--- src/rtl/serial_pattern_tx_pkg.sv ---
// Shared definitions for the serial pattern transmitter: FSM state type
// and default constants used by the transmitter and its users.
package serial_pattern_tx_pkg;

  // Transmitter FSM states
  typedef enum logic [1:0] {
    ST_IDLE  = 2'd0,
    ST_SHIFT = 2'd1,
    ST_GAP   = 2'd2
  } state_t;

  // Default pattern: the "0110" sequence the downstream detector looks for
  localparam logic [3:0] DEFAULT_PAT = 4'b0110;

  // Default line level when no pattern bit is being driven
  localparam logic DEFAULT_IDLE_LVL = 1'b1;

endpackage : serial_pattern_tx_pkg

--- src/rtl/serial_pattern_tx.sv ---
// Serial pattern transmitter: accepts a pattern and a repetition count via
// valid/ready, then shifts the pattern out MSB-first one bit per clock,
// inserting GAP idle-level bits between repetitions.
module serial_pattern_tx
  import serial_pattern_tx_pkg::*;
#(
  parameter int   PAT_W    = 4,
  parameter int   CNT_W    = 4,
  parameter int   GAP      = 1,
  parameter logic IDLE_LVL = DEFAULT_IDLE_LVL
) (
  input  logic             clk,
  input  logic             rst,
  input  logic             load_valid,
  output logic             load_ready,
  input  logic [PAT_W-1:0] load_pat,
  input  logic [CNT_W-1:0] load_reps,
  output logic             sdo,
  output logic             sdo_valid,
  output logic             busy,
  output logic             done
);

  localparam int IDX_W = $clog2(PAT_W);
  // Gap counter holds "remaining gap cycles after the current one"; keep it
  // at least one bit wide so GAP=0/1 still elaborate cleanly.
  localparam int GAP_W = (GAP < 2) ? 1 : $clog2(GAP);

  localparam logic [IDX_W-1:0] IDX_MSB  = IDX_W'(PAT_W - 1);
  localparam logic [GAP_W-1:0] GAP_LAST = GAP_W'((GAP > 0) ? GAP - 1 : 0);

  state_t             state_reg;
  logic [PAT_W-1:0]   pat_reg;
  logic [IDX_W-1:0]   bit_idx_reg;   // index of the bit currently on sdo
  logic [CNT_W-1:0]   reps_reg;      // repetitions left, including current
  logic [GAP_W-1:0]   gap_cnt_reg;   // gap cycles left after the current one

  // FSM with registered outputs; bit index, gap and repetition down-counters
  always_ff @(posedge clk or posedge rst) begin
    if (rst) begin
      state_reg   <= ST_IDLE;
      pat_reg     <= '0;
      bit_idx_reg <= '0;
      reps_reg    <= '0;
      gap_cnt_reg <= '0;
      sdo         <= IDLE_LVL;
      sdo_valid   <= 1'b0;
      load_ready  <= 1'b1;
      busy        <= 1'b0;
      done        <= 1'b0;
    end else begin
      done <= 1'b0;
      case (state_reg)
        ST_IDLE: begin
          if (load_valid && load_ready) begin
            pat_reg  <= load_pat;
            reps_reg <= load_reps;
            if (load_reps != '0) begin
              state_reg   <= ST_SHIFT;
              bit_idx_reg <= IDX_MSB;
              sdo         <= load_pat[PAT_W-1];
              sdo_valid   <= 1'b1;
              busy        <= 1'b1;
              load_ready  <= 1'b0;
            end else begin
              // Empty job: acknowledge immediately, nothing is sent
              done <= 1'b1;
            end
          end
        end

        ST_SHIFT: begin
          if (bit_idx_reg != '0) begin
            bit_idx_reg <= bit_idx_reg - 1'b1;
            sdo         <= pat_reg[bit_idx_reg - 1'b1];
          end else begin
            reps_reg <= reps_reg - 1'b1;
            if (reps_reg == CNT_W'(1)) begin
              // Last bit of last repetition: no trailing gap
              state_reg  <= ST_IDLE;
              sdo        <= IDLE_LVL;
              sdo_valid  <= 1'b0;
              busy       <= 1'b0;
              load_ready <= 1'b1;
              done       <= 1'b1;
            end else if (GAP > 0) begin
              state_reg   <= ST_GAP;
              gap_cnt_reg <= GAP_LAST;
              sdo         <= IDLE_LVL;
            end else begin
              // Back-to-back repetition, no bubble
              bit_idx_reg <= IDX_MSB;
              sdo         <= pat_reg[PAT_W-1];
            end
          end
        end

        ST_GAP: begin
          if (gap_cnt_reg != '0) begin
            gap_cnt_reg <= gap_cnt_reg - 1'b1;
          end else begin
            state_reg   <= ST_SHIFT;
            bit_idx_reg <= IDX_MSB;
            sdo         <= pat_reg[PAT_W-1];
          end
        end

        default: begin
          state_reg  <= ST_IDLE;
          sdo        <= IDLE_LVL;
          sdo_valid  <= 1'b0;
          busy       <= 1'b0;
          load_ready <= 1'b1;
        end
      endcase
    end
  end

endmodule : serial_pattern_tx
--- config.mk ---
export PLATFORM = sky130hd
export DESIGN_NAME = serial_pattern_tx
export DESIGN_NICKNAME = d
export VERILOG_FILES = /design/src/rtl/serial_pattern_tx_pkg.sv /design/src/rtl/serial_pattern_tx.sv
export SDC_FILE = /design/constraint.sdc
export NUM_CORES = 1
export LEC_CHECK = 0
export CAP_MARGIN = 30
export CORE_MARGIN = 10
export CORE_UTILIZATION = 51
export CTS_BUF_LIST = sky130_fd_sc_hd__clkbuf_4 sky130_fd_sc_hd__clkbuf_8
export DETAILED_ROUTE_END_ITERATION = 8
export GPL_TIMING_DRIVEN = 1
export PLACE_DENSITY_LB_ADDON = 0.3
export SYNTH_ARGS = -nofsm -noshare
export SYNTH_HDL_FRONTEND = slang
export SYNTH_SLANG_ARGS = --single-unit
--- constraint.sdc ---
create_clock -name clk -period 5.1 [get_ports clk]
set_clock_uncertainty 0.2 [all_clocks]
set_input_delay 0.765 -clock clk [delete_from_list [all_inputs] [get_ports clk]]
set_output_delay 0.765 -clock clk [all_outputs]
set_load 0.01 [all_outputs]
* Word-level counts from Yosys, hierarchy flattened *
Cells that the tools add are included.
W data, S select, Z words.

word-level totals
  flip-flop bits (word level) = 17
  input bits = 11
  output and inout bits = 5
  word-level logic and storage cells = 78

cells by class
  $add $sub $neg = 3
  $lt $le $gt $ge = 1
  equal/unequal tests = 10
  mux-type cells = 40
  bitwise operators = 1
  reductions and logical operators = 14

operators with widths
  operator               number
  $mux W1                20
  $mux W2                9
  $ne A2 B2 Y1 const B   7
  $pmux W2 S3            2
  $reduce_and A5 Y1      2
  $pmux W1 S3            3
  $reduce_and A3 Y1      3
  $mux W4                2
  $pmux W4 S2            1
  $reduce_bool A2 Y1     3
  $eq A4 B1 Y1 const B   1
  $pmux W1 S2            2
  $reduce_and A4 Y1      1
  $reduce_bool A4 Y1     1
  $sub A4 B1 Y4 const B  1
  $lt A2 B3 Y1 const B   1
  $reduce_bool A3 Y1     1
  $bmux W1 S2            1
  $eq A2 B1 Y1 const B   1
  $eq A2 B2 Y1 const B   1
  $logic_not A2 Y1       1
  $reduce_and A2 Y1      1
  $sub A2 B1 Y2 const B  1
  $logic_and A1 B1 Y1    1
  2 further kinds        2

* Logic depth before layout (Yosys ltp) *
  depth in word-level cells = 5
  depth in mapped cells = 6
  gate-level depth less buffers = 6

* Worst setup path after synthesis *
Ideal clock, no wire load.

  path kind = input port to flip-flop
  start point = input port load_reps[0]
  end point = register bit_idx_reg[0]
  library setup time = 0.121 ns
  arrival = 1.631 ns
  path slack = 3.148 ns
  cell stages on the path = 4
  path through = or4_4 > nand3_2 > a21oi_1 > o22a_1

on the way
  cells in the longest elaborated chain, start to end = 3

RTL lines
  what                         line                     text
  start, declared              serial_pattern_tx.sv:17  input logic [CNT_W-1:0] load_reps,
  $reduce_bool A4 Y1           serial_pattern_tx.sv:58  if (load_reps != '0) begin
  $ne A2 B2 Y1 (no line)       --
  $reduce_and A5 Y1 (no line)  --
  end signal, assigned         serial_pattern_tx.sv:74  bit_idx_reg <= bit_idx_reg - 1'b1;
  end, declared                serial_pattern_tx.sv:34  logic [IDX_W-1:0] bit_idx_reg;

No other way between the ends.
A chain may end at the register's enable or synchronous reset.

* Worst setup path in the final report *
  start point = register load_ready
  end point = output port load_ready

RTL lines
  what                    line                     text
  start, declared         serial_pattern_tx.sv:15  output logic load_ready,
  start signal, assigned  serial_pattern_tx.sv:48  load_ready <= 1'b1;
  start signal, assigned  serial_pattern_tx.sv:64  load_ready <= 1'b0;
  start signal, assigned  serial_pattern_tx.sv:84  load_ready <= 1'b1;

No word-level cell between the ends.

==> summary.txt <==
Synth
  • Top cell type's share of synthesized area: 0.389
  • Sequential fraction of the synthesis area: 0.448
  • Syn Inst Count: 89
  • Leading area contributor after synthesis: dfrtp_1
  • Syn_area_per_cell: 10.1 um^2
  • Synth top area cells: dfrtp_1 39%, mux2_2 6.3%, dfstp_2 5.8%
  • Synth warn: 0
  • Post-synth cell types: 33
  • Post-Syn Area: 900 um^2
  • Syn Nets: 103
  • Yosys reg bits: 16

Floorplan
  • Core area: 1710 um^2
  • Die ar.: 3840 um^2
  • Initial core utilization: 0.527
  • Rows: 15
  • I/O pin count: 16
  • Die width: 62 um
  • Die H: 62 um

GRT
  • First-pass GRT wire length: 3080 um
  • Total track usage: 0.109
  • Initial antenna violation count: 0
  • Largest net degree at the start of global routing: 18
  • Global route overflow: 0
  • Vias in the first global route: 722

Timing
  • Min Clock Period, post-route: 2390 ps
  • Final setup violation count: 0
  • Least-Margin Pin Slew: 601 ps
  • RSZ-0062 raised after global routing: no
  • Slack of the critical path: 2710 ps
  • Final TNS setup: 0 ps
  • Period utilization: 0.469
  • F_max: 418 MHz
  • Slew Limit Fails: 0
  • Fin. Hold Viols: 0
  • Rel. slew slack: 0.599

Placed design
  • # port buffers: 15
  • Pre-CTS setup slack: 2530 ps
  • Detailed Place HPWL: 1480 um
  • Placed inst area: 1050 um^2
  • Dpl cells: 125
  • Routability Congestion: 0.729

Worst setup path
  • Crit path launch: load_ready
  • CP arrival: 1430 ps
  • Crit path capture: load_ready
  • Worst EP required: 4140 ps
  • Path depth of the worst reg2reg path: 6
  • Critical path endpoint category: primary output
  • Reg-to-reg endpoint: reps_reg[0]
  • Peak fanout along the critical path: 5
  • Startpoint Class: flop
  • R2R Setup Slk: 3090 ps
  • Stages on the worst setup path: 1
  • Slowest-stage cell, CP: dfstp_2
  • Cell chain of the critical path: clkdlybuf4s50_1
  • Top delay family on crit path: flip-flops
  • RR Startpoint: bit_idx_reg[0]
  • CP Buf/Inv Count: 1
  • Crit Path Class: flop to primary output
  • Delay of the slowest critical-path stage: 580 ps

Route
  • Vias per inst: 5.55
  • Starting DRC count in detailed routing: 14
  • Vias: 716
  • Final ANT Viol Nets: 0
  • Residual DRC count: 0
  • DR pass1 iterations: 4
  • Drt wl/cell: 14.6 um
  • Post-Route WL: 1880 um

Power
  • Power per cell area: 611 nW/um^2
  • Leakage: 0.470 nW
  • Power, Total: 0.664 mW
  • Maximum vdd drop: 345 uV

Clock network
  • Clock Path Buffers: 2
  • Post-CTS sizing: 0
  • CTS tree: yes
  • Clock Latency Late Sink: 290 ps
  • CTS Buf Count: 3
  • H-tree level count: 1
  • Clock sinks: 16
  • Postcts setup bufs: 0
  • Hold buffers post-CTS: 0
  • Root Driver: clkbuf_4
  • Reg clk slew, reported paths: 100 ps

Outcome
  • Status: completed

Final layout
  • Nets: 119
  • Final Non-Filler Cells: 129
  • Fraction of layout cells with a size suffix above 1: 0.154
  • Fin area: 1090 um^2
  • P&R area growth vs syn: 20.7%
  • N_diodes: 0
  • Fillers: 155

Flow run
  • Max cap viols: 0

Worst hold path
  • HP Start: pat_reg[2]
  • Hold Crit Class: flop to flop
[logic make-up after synthesis]
kind of cell / count (synthesis) / share of synthesized area
mux: 10 / 0.118
compound gates: 20 / 0.159
flops: 16 / 0.448
buf+inv: 10 / 0.0598
simple gates: 30 / 0.174
fa+ha+maj: 3 / 0.0417
[report_power, final]
group / switching [mW] / leakage, nW / internal, mW / total, mW
Sequential: 0.0666 / 0.187 / 0.194 / 0.260
Combinational: 0.147 / 0.262 / 0.169 / 0.317
Clock: 0.0437 / 0.0210 / 0.0436 / 0.0873
[cell type report]
cell class	count	area (um^2)	share of cell area
multi-input cells	63	443	0.408
flip-flops and latches	16	403	0.371
repair buffers	15	150	0.138
clock buffers	4	36.3	0.0334
well taps	25	31.3	0.0288
inverters	6	22.5	0.0207
[metrics by stage]
| step | utilization | hold slack (ps) |
|---|---|---|
| after detailed placement | 0.615 | 297 |
| after floorplan | - | 259 |
| after global placement | 0.615 | 286 |
| after global routing | 0.636 | 342 |
| final | 0.636 | 319 |
| after CTS | 0.636 | 321 |
[layout by cell type, fill, tap and decap left out, types with 2 or more instances in the layout]
| cell | instances |
|---|---|
| clkbuf_4 | 3 |
| nor3_1 | 4 |
| a311oi_1 | 2 |
| a21oi_1 | 5 |
| mux2i_1 | 5 |
| nor2_1 | 10 |
| o21ai_0 | 3 |
| mux2_2 | 5 |
| nand3_1 | 2 |
| clkdlybuf4s50_1 | 15 |
| nand2_1 | 4 |
| inv_1 | 6 |
| nand2b_1 | 3 |
| dfstp_2 | 2 |
| ha_1 | 3 |
| o22a_1 | 2 |
| dfrtp_1 | 14 |
[worst register-to-register path: cells and delay by family, from the launching register on]
kind / cells / cell delay, ps
AO/OA/AOI/OAI: 2 / 490
adder cells (fa/ha/maj): 1 / 240
AND/OR/NAND/NOR: 1 / 90
buffers and inverters: 1 / 90
flip-flops: 1 / 430
multiplexers: 1 / 370
[cells in the mapped netlist, drive strengths merged]
cell    count
dfstp       2
nand3b      1
nand2b      3
buf         4
nand3       3
a21boi      1
a21o        1
nand2       4
dfrtp      14
o22a        2
a32oi       1
nor3b       1
or4         1
a311oi      2
o21ai       3
a31o        1
o21a        1
inv         6
and3        1
mux2i       5
nor3        4
mux2        5
a31oi       1
a21oi       6
nor4        1
ha          3
nor2       10
nor2b       1
a211oi      1
[per-layer routing]
metal  global-route usage  part of all wire  up-vias
li1                     -                 -      346
met1                0.130              0.45      347
met2                0.168              0.47       19
met3               0.0285             0.056        4
met4               0.0701             0.021        0
met5                    0                 0        -
[worst min path at each step]
stage / end / slack, ps / depth (start not counted)
final: pat_reg[2] / 320 / 1
after global routing: pat_reg[2] / 340 / 1
after CTS: pat_reg[2] / 320 / 1
after detailed placement: pat_reg[2] / 300 / 1
after global placement: reps_reg[3] / 290 / 1
after floorplan: reps_reg[3] / 260 / 1
Note: power is estimated with default switching activity, not from simulation.
